**src/rtl/unstripe_sched.sv**
```systemverilog
// unstripe_sched: merges two byte lanes back into one stream on clk_2f.
// Each lane feeds a small FIFO that absorbs lane-to-lane skew. Bytes leave
// strictly as lane 0, lane 1, lane 0, ... at most one per edge. Excess skew
// and dropped bytes raise sticky error flags. A running byte count is kept.
module unstripe_sched #(
  parameter int WIDTH    = 8,
  parameter int DEPTH    = 4,
  parameter int SKEW_MAX = 3
) (
  input  logic             clk_2f,
  input  logic             reset,
  input  logic             flush,
  input  logic [WIDTH-1:0] lane_0,
  input  logic             valid_0,
  input  logic [WIDTH-1:0] lane_1,
  input  logic             valid_1,
  output logic [WIDTH-1:0] data_out,
  output logic             valid_out,
  output logic             active_lane,
  output logic             aligned,
  output logic             skew_err,
  output logic             ovf_err,
  output logic [15:0]      byte_cnt
);

  localparam int PTR_W = $clog2(DEPTH);
  localparam int OCC_W = PTR_W + 1;
  localparam logic [OCC_W-1:0] FULL_OCC = OCC_W'(DEPTH);
  localparam logic [OCC_W-1:0] SKEW_LIM = OCC_W'(SKEW_MAX);

  typedef enum logic [1:0] {
    IDLE  = 2'd0,
    ALIGN = 2'd1,
    RUN   = 2'd2,
    ERR   = 2'd3
  } state_t;

  state_t state_reg, state_next;

  // Per-lane views, packed so each generate instance can drive its own slice.
  logic [1:0][WIDTH-1:0] lane_data;
  logic [1:0]            lane_valid;
  logic [1:0][OCC_W-1:0] occ;
  logic [1:0][WIDTH-1:0] head;
  logic [1:0]            push_ok;
  logic [1:0]            pop_lane;
  logic [1:0]            ovf_set;

  logic             pop_en;
  logic             pop_sel;
  logic             skew_trip;
  logic [OCC_W-1:0] occ_diff;
  logic             next_lane_reg;

  logic [WIDTH-1:0] data_out_reg;
  logic             valid_out_reg;
  logic             active_lane_reg;
  logic             skew_err_reg;
  logic             ovf_err_reg;
  logic [15:0]      byte_cnt_reg;

  assign lane_data[0]  = lane_0;
  assign lane_data[1]  = lane_1;
  assign lane_valid[0] = valid_0;
  assign lane_valid[1] = valid_1;

  for (genvar gi = 0; gi < 2; gi++) begin : g_lane
    logic [WIDTH-1:0] mem [DEPTH];
    logic [PTR_W-1:0] wr_ptr_reg;
    logic [PTR_W-1:0] rd_ptr_reg;
    logic [OCC_W-1:0] occ_reg;
    logic             full;

    assign full         = (occ_reg == FULL_OCC);
    assign occ[gi]      = occ_reg;
    assign head[gi]     = mem[rd_ptr_reg];
    assign pop_lane[gi] = pop_en && (pop_sel == 1'(gi));
    // A full buffer still takes a byte when its head leaves on the same edge.
    assign push_ok[gi]  = lane_valid[gi] && (state_reg != ERR) && (!full || pop_lane[gi]);
    assign ovf_set[gi]  = lane_valid[gi] && (state_reg != ERR) && full && !pop_lane[gi];

    // Buffer storage; contents need no clearing because the pointers define validity.
    always_ff @(posedge clk_2f) begin
      if (push_ok[gi]) begin
        mem[wr_ptr_reg] <= lane_data[gi];
      end
    end

    // Write/read pointers and occupancy of this lane's buffer.
    always_ff @(posedge clk_2f or posedge reset) begin
      if (reset) begin
        wr_ptr_reg <= '0;
        rd_ptr_reg <= '0;
        occ_reg    <= '0;
      end else if (flush) begin
        wr_ptr_reg <= '0;
        rd_ptr_reg <= '0;
        occ_reg    <= '0;
      end else begin
        if (push_ok[gi]) begin
          wr_ptr_reg <= wr_ptr_reg + 1'b1;
        end
        if (pop_lane[gi]) begin
          rd_ptr_reg <= rd_ptr_reg + 1'b1;
        end
        if (push_ok[gi] && !pop_lane[gi]) begin
          occ_reg <= occ_reg + 1'b1;
        end else if (!push_ok[gi] && pop_lane[gi]) begin
          occ_reg <= occ_reg - 1'b1;
        end
      end
    end
  end

  // Skew detection and pop selection; kept apart from push so there is no loop.
  always_comb begin
    occ_diff  = (occ[0] >= occ[1]) ? (occ[0] - occ[1]) : (occ[1] - occ[0]);
    skew_trip = ((state_reg == ALIGN) || (state_reg == RUN)) && (occ_diff > SKEW_LIM);
    pop_en    = 1'b0;
    pop_sel   = next_lane_reg;
    case (state_reg)
      ALIGN: begin
        if (!skew_trip && (occ[0] != '0) && (occ[1] != '0)) begin
          pop_en  = 1'b1;
          pop_sel = 1'b0;
        end
      end
      RUN: begin
        if (!skew_trip && (occ[next_lane_reg] != '0)) begin
          pop_en = 1'b1;
        end
      end
      default: ;
    endcase
  end

  // Next-state logic; RUN only falls back to IDLE on a drained pair boundary.
  always_comb begin
    state_next = state_reg;
    case (state_reg)
      IDLE: begin
        if (|push_ok) begin
          state_next = ALIGN;
        end
      end
      ALIGN: begin
        if (skew_trip) begin
          state_next = ERR;
        end else if (pop_en) begin
          state_next = RUN;
        end
      end
      RUN: begin
        if (skew_trip) begin
          state_next = ERR;
        end else if (!next_lane_reg && (occ[0] == '0) && (occ[1] == '0) && !(|push_ok)) begin
          state_next = IDLE;
        end
      end
      default: ;
    endcase
  end

  // State register; ERR is left only through flush or reset.
  always_ff @(posedge clk_2f or posedge reset) begin
    if (reset) begin
      state_reg <= IDLE;
    end else if (flush) begin
      state_reg <= IDLE;
    end else begin
      state_reg <= state_next;
    end
  end

  // Output byte, lane tracking, byte count and sticky error flags.
  always_ff @(posedge clk_2f or posedge reset) begin
    if (reset) begin
      data_out_reg    <= '0;
      valid_out_reg   <= 1'b0;
      active_lane_reg <= 1'b0;
      next_lane_reg   <= 1'b0;
      byte_cnt_reg    <= '0;
      skew_err_reg    <= 1'b0;
      ovf_err_reg     <= 1'b0;
    end else if (flush) begin
      data_out_reg    <= '0;
      valid_out_reg   <= 1'b0;
      active_lane_reg <= 1'b0;
      next_lane_reg   <= 1'b0;
      byte_cnt_reg    <= '0;
      skew_err_reg    <= 1'b0;
      ovf_err_reg     <= 1'b0;
    end else begin
      valid_out_reg <= pop_en;
      if (pop_en) begin
        data_out_reg    <= head[pop_sel];
        active_lane_reg <= pop_sel;
        next_lane_reg   <= ~pop_sel;
        byte_cnt_reg    <= byte_cnt_reg + 1'b1;
      end
      if (skew_trip) begin
        skew_err_reg <= 1'b1;
      end
      if (|ovf_set) begin
        ovf_err_reg <= 1'b1;
      end
    end
  end

  assign data_out    = data_out_reg;
  assign valid_out   = valid_out_reg;
  assign active_lane = active_lane_reg;
  assign aligned     = (state_reg == RUN);
  assign skew_err    = skew_err_reg;
  assign ovf_err     = ovf_err_reg;
  assign byte_cnt    = byte_cnt_reg;

endmodule

```
**config.mk**
```make
export PLATFORM = sky130hd
export DESIGN_NAME = unstripe_sched
export DESIGN_NICKNAME = d
export VERILOG_FILES = /design/src/rtl/unstripe_sched.sv
export SDC_FILE = /design/constraint.sdc
export NUM_CORES = 1
export LEC_CHECK = 0
export CAP_MARGIN = 20
export CORE_UTILIZATION = 40
export DETAILED_ROUTE_END_ITERATION = 10
export SLEW_MARGIN = 20
export SYNTH_ARGS = -nofsm -noshare
export SYNTH_HDL_FRONTEND = slang
export SYNTH_SLANG_ARGS = --single-unit
```
**constraint.sdc**
```tcl
create_clock -name clk_2f -period 8.22 [get_ports clk_2f]
set_input_delay 0.822 -clock clk_2f [delete_from_list [all_inputs] [get_ports clk_2f]]
set_output_delay 0.822 -clock clk_2f [all_outputs]
set_load 0.02 [all_outputs]
```
==> results of run 1 <==
[routing by layer]
layer | routed length [um] | vias to the layer above | GRT usage (%)
met2 | 4500 | 51 | 26.5
met4 | 145 | 0 | 5.97
met1 | 4490 | 1459 | 21.1
met5 | 0 | - | 0
li1 | - | 1413 | -
met3 | 290 | 12 | 3.39
[worst reg2reg max path, delay by kind of cell (launching register included)]
| kind | cells | cell delay (ns) |
|---|---|---|
| compound gates | 3 | 0.71 |
| fa+ha+maj | 2 | 0.63 |
| flops | 1 | 0.39 |
| mux | 1 | 0.35 |
| simple gates | 3 | 0.35 |
| buf+inv | 2 | 0.21 |
| xor+xnor | 1 | 0.13 |
[cell families after synthesis]
kind of cell,after synthesis,share of synthesized area (%)
xor gates and xnor gates,22,3.83
buffers and inverters,35,2.81
AOI/OAI and AO/OA,40,6.15
and+or+nand+nor,104,10.6
DFF,109,60.7
adders and majority gates,20,5.28
muxes,33,10.7
[layout make-up]
type                       count  area (um2)  share of cell area (%)
sequential                   109        3050                    51.0
multi-input combinational    219        1840                    30.7
timing repair buffer          50         493                    8.24
clock buffer                   9         225                    3.77
tap                          168         210                    3.51
clock inverter                 7        92.6                    1.55
inverter                      20        76.3                    1.28
[where the power goes]
| group | internal, mW | switching [mW] |
|---|---|---|
| Combinational | 0.209 | 0.270 |
| Clock | 0.244 | 0.214 |
| Sequential | 0.660 | 0.0413 |
| Total | 1.11 | 0.525 |
[path summary, 6_finish.rpt]
kind,startpoint,to,cells past startpoint
max,g_lane[1].occ_reg[2]$_DFFE_PP0P_,g_lane[1].occ_reg[2]$_DFFE_PP0P_,12
min,active_lane$_DFFE_PP0N_,active_lane$_DFFE_PP0N_,2
max reg2reg,g_lane[1].occ_reg[2]$_DFFE_PP0P_,g_lane[1].occ_reg[2]$_DFFE_PP0P_,12
min reg2reg,active_lane$_DFFE_PP0N_,active_lane$_DFFE_PP0N_,2
max in group asynchronous,reset,g_lane[1].wr_ptr_reg[0]$_DFFE_PP0P_,2
min in group asynchronous,reset,g_lane[1].occ_reg[0]$_DFFE_PP0P_,2
[placed cells by master, fill, tap and decap left out, types with 3 or more instances in the layout]
| cell type | instances |
|---|---|
| edfxtp_1 | 64 |
| clkdlybuf4s50_1 | 48 |
| dfrtp_1 | 45 |
| nor2_1 | 39 |
| inv_1 | 18 |
| ha_1 | 18 |
| xnor2_1 | 16 |
| mux4_2 | 16 |
| a21oi_1 | 13 |
| mux2i_1 | 12 |
| nor3_1 | 10 |
| and2_1 | 9 |
| nand2_1 | 9 |
| a211oi_1 | 9 |
| clkbuf_16 | 9 |
| nand3_1 | 7 |
| xor2_1 | 6 |
| or3_1 | 5 |
| nand4_1 | 5 |
| nand2b_1 | 4 |
| o21ai_0 | 4 |
| nor2b_1 | 3 |
| mux2_2 | 3 |
| nor4_1 | 3 |
[metrics by stage]
| step | hold WS (ns) | instance area [um2] |
|---|---|---|
| floorplan | 0.516 | 5020 |
| global placement | 0.511 | 5660 |
| detailed placement | 0.505 | 5660 |
| CTS | 0.523 | 5980 |
| global route | 0.574 | 5980 |
| finish | 0.531 | 5980 |
==> impl_metrics.env, run 1 <==
export IMPL_status="finished clean"
export IMPL_fp_coreArea_mm2=0.0121
export IMPL_ys_top_cells_by_area="edfxtp_1 38%, dfrtp_1 22%, mux4_2 7.2%, ha_1 4.5%, nor2_1 2.9%"
export IMPL_die_area_mm2=0.0130
export IMPL_final_util_pct=49.4
export IMPL_fin_worst_skew_ns=0.0105
export IMPL_largest_register_ff_count=64
export IMPL_numCtsBuffers=9
export IMPL_finalWirelength_um=9430
export IMPL_rsz0062_at_grt="no"
export IMPL_fmax_mhz=342
export IMPL_num_nets_final=450
export IMPL_syn_to_final_growth_pct=19.0
export IMPL_path_clk_slew_ns=0.07
export IMPL_synth_commonest_cells="64 x edfxtp_1, 45 x dfrtp_1, 39 x nor2_1"
export IMPL_path_cells="inv_1 > ha_1 > mux2_1 > a211oi_2 > inv_2 > a21oi_4 > nor3b_1 > fa_1 > and3_1 > a21oi_1 > xnor2_1 > nor2_1"
export IMPL_drive_gt1_share_pct=11.6
export IMPL_wl_per_cell_um=16.2
export IMPL_p_leak_nw=2.20
export IMPL_first_pass_iters=4
export IMPL_peakVddDrop_v=0.000122
export IMPL_fin_ws_ns=5.29
export IMPL_end_kind="flop"
export IMPL_place_ws_ns=5.30
export IMPL_port_buffers=49
export IMPL_yosysMostFrequentCell="edfxtp_1"
export IMPL_cts_resized=0
export IMPL_cts_tree="built"
export IMPL_async_reset_ff_share_pct=41.3
export IMPL_grt_pass1_vias=3018
export IMPL_grt_overflow=0
export IMPL_cp_num_buf_inv=2
export IMPL_tns_ns=0
export IMPL_finalWeightedCongestion=0.764
export IMPL_grt_max_degree=49
export IMPL_required_ns=8.42
export IMPL_worstSkewPairLatency_ns=0.36
export IMPL_path_delay_family="compound AO/OA/AOI/OAI gates"
export IMPL_synth_top_area_cell="edfxtp_1"
export IMPL_power_mw=1.64
export IMPL_synth_top_area_share_pct=38.2
export IMPL_reg2reg_slack_ns=5.29
export IMPL_grt_usage_pct=16.1
export IMPL_clock_sinks=109
export IMPL_worst_pin_slew_ns=0.899
export IMPL_htreeDepth=3
export IMPL_hold_class="flop to flop"
export IMPL_die_height_um=114
export IMPL_hold_violations=0
export IMPL_max_clock_path_buffers=2
export IMPL_cpMaxStageDelayCell="dfrtp_1"
export IMPL_synth_cells=363
export IMPL_cts_root_buf="clkbuf_16"
export IMPL_yosysUniqueCellTypes=49
export IMPL_initial_core_util_pct=41.5
export IMPL_hold_buffers=0
export IMPL_crit_type="flop to flop"
export IMPL_dp_cells=566
export IMPL_grt_pass1_wl_um=15600
export IMPL_ys_flop_type="edfxtp_1"
export IMPL_drv_slew=0
export IMPL_synth_edf_count=64
export IMPL_drt_iter0_markers=209
export IMPL_maxSlewHeadroom_pct=40.1
export IMPL_syn_nets=404
export IMPL_ys_seq_elements=109
export IMPL_finalSetupViolCount=0
export IMPL_crit_arrival_ns=3.13
export IMPL_die_w_um=114
export IMPL_hpwl_um=6440
export IMPL_slowest_delay_ns=0.39
export IMPL_drc=0
export IMPL_drtAntennaViolNets=0
export IMPL_cp_start_kind="flop"
export IMPL_boundaryPins=50
export IMPL_syn_cell_area_mm2=0.00502
export IMPL_syn_area_per_cell_um2=13.8
export IMPL_num_vias=2935
export IMPL_fillers=1091
export IMPL_synth_seq_area_share_pct=60.7
export IMPL_powerDensity_mw_per_mm2=274
export IMPL_antenna_cells=0
export IMPL_post_route_period_util_pct=35.6
export IMPL_cap_violations=0
export IMPL_viasPerCell=5.04
export IMPL_layout_min_cycle_time_ns=2.93
export IMPL_yosysWarnings=0
export IMPL_fin_cells=582
export IMPL_post_cts_buffers=0
export IMPL_num_rows=40
export IMPL_antenna_found_initial=0
export IMPL_critPathMaxFanout=9
Power figures use the tool's default switching activity.
==> inputs of run 2 (changes only) <==
==> constraint.sdc (replaced) <==
create_clock -name clk_2f -period 2.4 [get_ports clk_2f]
set_input_delay 0.24 -clock clk_2f [delete_from_list [all_inputs] [get_ports clk_2f]]
set_output_delay 0.24 -clock clk_2f [all_outputs]
set_load 0.02 [all_outputs]
==> run 2 against run 1 <==
  * The flow now finishes with violations (negative setup slack)
  * Final cell count is 9.6% higher
  * Global-route usage is 1.0 points higher
  * Fmax is 15% higher
  * Cell area is 12% higher
  * First-iteration DRC count is 4.3% lower
  * Die area stayed put
  * Clock skew is 0.0018 ns lower
  * Via count is 7.0% higher
  * Total power grew to 3.9 times the previous value
  * Clock power grew to 3.4 times the previous value
  * Clock-buffer cell count stayed put
  * Largest power group unchanged
==> impl_metrics.env, run 2 (same netlist as run 1, synthesis figures left out) <==
export IMPL_tns_ns=-5.87
export IMPL_fin_worst_skew_ns=0.00864
export IMPL_p_leak_nw=2.55
export IMPL_p_int_mw=4.31
export IMPL_num_nets_final=506
export IMPL_fmax_mhz=393
export IMPL_status="finished with violations"
export IMPL_slowest_delay_ns=0.43
export IMPL_grt_max_degree=46
export IMPL_peakVddDrop_v=0.000365
export IMPL_largest_register_ff_count=64
export IMPL_rsz0062_at_grt="yes"
export IMPL_die_w_um=114
export IMPL_pwr_share_clk_pct=24.7
export IMPL_netSwitchingFraction_pct=31.9
export IMPL_seq_power_share_pct=37.8
export IMPL_startpoint="g_lane[0].occ_reg[1]$_DFFE_PP0P_"
export IMPL_layout_min_cycle_time_ns=2.54
export IMPL_hpwl_um=7040
export IMPL_grt_overflow=0
export IMPL_end_kind="flop"
export IMPL_path_cells="inv_2 > ha_4 > nor2b_4 > a2bb2oi_2 > o221ai_4 > a21oi_4 > buf_6 > o21ba_4 > o311a_1 > nor3_2 > mux2_1"
export IMPL_fillers=1024
export IMPL_post_route_period_util_pct=106
export IMPL_final_util_pct=55.2
export IMPL_die_height_um=114
export IMPL_cts_tree="built"
export IMPL_cts_root_buf="clkbuf_16"
export IMPL_htreeDepth=3
export IMPL_power_frac_comb_pct=37.5
export IMPL_maxSlewHeadroom_pct=60.7
export IMPL_crit_type="flop to flop"
export IMPL_hold_ws_ns=0.279
export IMPL_boundaryPins=50
export IMPL_powerDensity_mw_per_mm2=947
export IMPL_antenna_found_initial=0
export IMPL_critPathMaxFanout=3
export IMPL_finalWirelength_um=10200
export IMPL_final_common_cell="edfxtp_1"
export IMPL_grt_usage_pct=17.1
export IMPL_crit_arrival_ns=2.78
export IMPL_initial_core_util_pct=41.5
export IMPL_drv_slew=0
export IMPL_cap_violations=0
export IMPL_hold_class="input pin to flop"
export IMPL_hold_buffers=0
export IMPL_numCtsBuffers=9
export IMPL_power_mw=6.34
export IMPL_drive_gt1_share_pct=30.2
export IMPL_grt_pass1_wl_um=16400
export IMPL_first_pass_iters=4
export IMPL_drc=0
export IMPL_hp_start="flush"
export IMPL_antenna_cells=0
export IMPL_wl_per_cell_um=16.0
export IMPL_port_buffers=49
export IMPL_path_clk_slew_ns=0.08
export IMPL_die_area_mm2=0.0130
export IMPL_worstSkewPairLatency_ns=0.36
export IMPL_grt_pass1_vias=3216
export IMPL_finalSetupViolCount=70
export IMPL_hold_violations=0
export IMPL_clock_sinks=109
export IMPL_worst_pin_slew_ns=0.589
export IMPL_fp_coreArea_mm2=0.0121
export IMPL_num_rows=40
export IMPL_drtAntennaViolNets=0
export IMPL_max_clock_path_buffers=2
export IMPL_fin_ws_ns=-0.143
export IMPL_multi_input_area_mm2=0.00207
export IMPL_syn_to_final_growth_pct=33.1
export IMPL_violations="negative setup slack"
export IMPL_required_ns=2.64
export IMPL_finalWeightedCongestion=0.767
export IMPL_final_cell_mix="64 x edfxtp_1, 51 x buf_4, 48 x clkdlybuf4s50_1"
export IMPL_cp_start_kind="flop"
export IMPL_num_vias=3140
export IMPL_crit_reg2reg_launch="g_lane[0].occ_reg[1]$_DFFE_PP0P_"
export IMPL_cpMaxStageDelayCell="dfrtp_1"
export IMPL_viasPerCell=4.92
export IMPL_p_switching_mw=2.02
export IMPL_drt_iter0_markers=200
export IMPL_seq_area_mm2=0.00305
run 2: final timing paths:
path	slack, ns	cells after the start	endpoint
setup / recovery	-0.14	11	state_reg[0]$_DFFE_PP0P_
hold / removal	0.28	2	skew_err$_DFFE_PP0P_
setup reg to reg	-0.14	11	state_reg[0]$_DFFE_PP0P_
hold reg to reg	0.52	2	ovf_err$_DFFE_PP0P_
max in group asynchronous	1.66	3	g_lane[1].occ_reg[2]$_DFFE_PP0P_
min in group asynchronous	0.34	3	byte_cnt[12]$_DFFE_PP0N_
run 2: worst max-delay path: cells and delay by family, from the launching register on:
family                     cells  cell delay, ns
AOI/OAI and AO/OA              5            1.02
adders and majority gates      1            0.16
buffers and inverters          2            0.22
DFF                            1            0.43
muxes                          1            0.34
and+or+nand+nor                2            0.27
run 2: through the flow:
stage | area (um2) | setup slack, ns | instances
2_1_floorplan | 5070 | -0.211 | 363
3_3_place_gp | 6100 | -0.157 | 612
3_5_place_dp | 6100 | -0.210 | 612
4_1_cts | 6600 | -0.149 | 637
5_1_grt | 6690 | -0.231 | 638
6_report | 6690 | -0.143 | 638
run 2: metal layers:
| metal | global-route usage, % | part of all wire (%) |
|---|---|---|
| met4 | 7.53 | 1.7 |
| met5 | 0 | 0 |
| met1 | 22.0 | 47 |
| met3 | 3.02 | 2.4 |
| met2 | 28.5 | 49 |
run 2: repair_timing:
action                     CTS  global route
gates resized for setup     30            15
pin swaps                    9            10
setup endpoints to repair   87            92
setup buffers                9             1
run 2: power by group through the flow:
stage	combinational [mW]	clock, mW	sequential [mW]
after CTS	2.27	1.61	2.40
after global routing	2.57	1.67	2.43
final	2.38	1.56	2.39
after detailed placement	2.06	0	2.43
after floorplan	1.27	0	2.46
after global placement	2.03	0	2.42
run 2: layout make-up:
class	instances	share of cell area [%]
sequential	109	45.6
multi-input combinational	219	31.0
timing repair buffer	106	14.5
clock buffer	9	3.37
tap	168	3.14
clock inverter	7	1.35
inverter	20	1.12
==> edit, RTL diff (settings of run 2) <==
The 4 states of `state_t` get a Gray code encoding in 2 bits.
--- a/src/rtl/unstripe_sched.sv
+++ b/src/rtl/unstripe_sched.sv
@@ -29,10 +29,10 @@
   localparam logic [OCC_W-1:0] SKEW_LIM = OCC_W'(SKEW_MAX);
 
   typedef enum logic [1:0] {
-    IDLE  = 2'd0,
-    ALIGN = 2'd1,
-    RUN   = 2'd2,
-    ERR   = 2'd3
+    IDLE  = 2'b00,
+    ALIGN = 2'b01,
+    RUN   = 2'b11,
+    ERR   = 2'b10
   } state_t;
 
   state_t state_reg, state_next;
Behaviour: same outputs for any inputs over 4 cycles, from zero or initial values and one cycle with reset high; so few cycles prove little.
==> edit against run 2 <==
Sequential power grew 8%. Area after synthesis grew 0.57%. Cell area shrank 4.9%. Sequential cell count is the same. Total power grew 1.3%. Non-clock buffer count shrank 23. Routed wire length shrank 0.65%. Clock power shrank 8%. Critical path depth shrank 1. Worst setup slack gained 0.18 ns. Cell count shrank 2.7%. Via count grew 0.41%. Utilization shrank 2.9 points. Critical endpoint is now g_lane[0].occ_reg[2]. Highest routed layer unchanged.
==> edit: results <==
[placement]
portBuffers = 49
dp_hpwl_mm = 7.311
placed_cells = 602
gp_congestion = 0.7838

[layout]
largest_register_ffs = 64
diodes = 0
fin_nets = 485
drive_gt1_frac = 0.2185

[grt]
grt_antenna_before_repair = 0
track_usage = 0.1721
grt_pass1_wl_mm = 16.99
grt_pass1_vias = 3290
grt_max_degree = 42

[clock_network]
h-tree-depth = 3
clock-root-buffer = "clkbuf_16"
clk_latency_ns = 0.34
clk_path_buf_depth = 2
clkTransAtPathRegs_ns = 0.08
cts_made_buffers = 9

[drt]
wl_mm = 10.13
viasPerCell = 5.077
route.met3.wl_um = 324
drtIter0Drc = 141
met2_length_mm = 4.920
wl_per_cell_um = 16.30
top_layer = "met4"
first_pass_iters = 4
met1_length_mm = 4.790

[outcome]
status = "complete, no violations"

[synth]
avgSynthCellArea_um2 = 13.58
synth.distinct_cells = 50
synth.area.top_cells = "edfxtp_1 (38%), dfrtp_1 (22%), mux4_2 (7.1%), nor2_1 (3.6%), ha_1 (3.5%)"
ys_warn_count = 0
synthTopCellsByCount = "edfxtp_1 (64), nor2_1 (49), dfrtp_1 (45), inv_1 (19), mux4_2 (16)"
async_flop_share = 0.4128
synth_edf_count = 64
synth_sequential_area_ratio = 0.6031
synth_fp_nets = 409

[worst_setup_path]
r2r_cells = 10
cpMaxStageDelayCell = "dfrtp_1"
crit_path_max_incr_delay_ns = 0.41
cp_top_family = "compound AO/OA/AOI/OAI gates"
critical_path_arrival_ns = 2.59
worst-path-max-fanout = 4
rrSetupSlack_ns = 0.04

[sta]
skew_ns = 0.007298
relSlewSlack = 0.4670

[power_and_ir_drop]
power.leakage_nw = 2.467
ir_worst_vdd_mv = 0.6181

[worst_hold_path]
holdCritPathClass = "input port to async pin"
edit: changes by cell type in the layout (fill, tap and decap cells not counted), sizes merged, moves of 3 or more:
| cell | run 2 | this run |
|---|---|---|
| buf | 58 | 35 |
| nor2 | 39 | 49 |
| nand4 | 5 | 14 |
| xnor2 | 16 | 7 |
| xor2 | 6 | 15 |
| a21oi | 15 | 8 |
| or3 | 6 | 0 |
| and2 | 9 | 14 |
| ha | 18 | 14 |
| and3 | 2 | 5 |
| nand3 | 8 | 5 |
edit: cells by family after synthesis:
| group | share of synthesized area |
|---|---|
| muxes | 0.1060 |
| buffers and inverters | 0.03318 |
| AOI/OAI and AO/OA | 0.06090 |
| adders and majority gates | 0.04259 |
| DFF | 0.6031 |
| and+or+nand+nor | 0.1161 |
| xor gates and xnor gates | 0.03813 |
edit: final timing paths:
path | from | end
max in group asynchronous | reset | skew_err
min reg2reg | skew_err | skew_err
min in group clk_2f | flush | g_lane[1].occ_reg[0]
max | g_lane[0].occ_reg[1] | g_lane[0].occ_reg[2]
max reg2reg | g_lane[0].occ_reg[1] | g_lane[0].occ_reg[2]
min | reset | ovf_err
edit: repair_timing:
action                                  in CTS  in global routing
pin swaps                                    0                  3
buffers inserted                             1                  2
gates resized for setup                      3                 14
endpoints found under the setup margin      34                 70
hold buffers                                 0                  0
endpoints found under the hold margin        0                  0
edit: layout make-up:
cell class	instances	area, um2
clock buffers	10	229.0
clock inverters	6	57.56
fillers	1059	5797
inverters	19	71.32
multi-input cells	226	1932
flip-flops and latches	109	3049
well taps	168	210.2
repair buffers	83	815.8
edit: power breakdown:
group          switching, W  internal [W]  leakage, nW
Sequential         0.000229       0.00235         1.20
Clock              0.000702      0.000728        0.140
Combinational       0.00123       0.00118         1.12
Total               0.00216       0.00426         2.47
edit: worst reg2reg max path: stages, from the launching register on:
cell,delay [ns]
dfrtp_1,0.41
inv_2,0.10
ha_4,0.21
a21oi_1,0.14
o21a_1,0.20
o211a_4,0.22
a21boi_4,0.07
fa_2,0.36
nand2_2,0.08
a2bb2oi_2,0.16
mux2_4,0.31
edit: metal layers:
metal,vias to the layer above,global-route usage
li1,1509,-
met1,1575,0.2367
met2,62,0.2812
met3,7,0.03812
met4,0,0.03636
met5,-,0
edit: metrics by stage:
step           cell area [um2]  hold WS (ns)  setup WS [ns]
6_report                  6365        0.3305        0.03806
5_1_grt                   6365        0.3905       -0.04892
4_1_cts                   6304        0.3593       0.009026
3_5_place_dp              5997        0.5322       -0.04445
3_3_place_gp              5997        0.5284       0.001622
2_1_floorplan             5090        0.3389       -0.05216
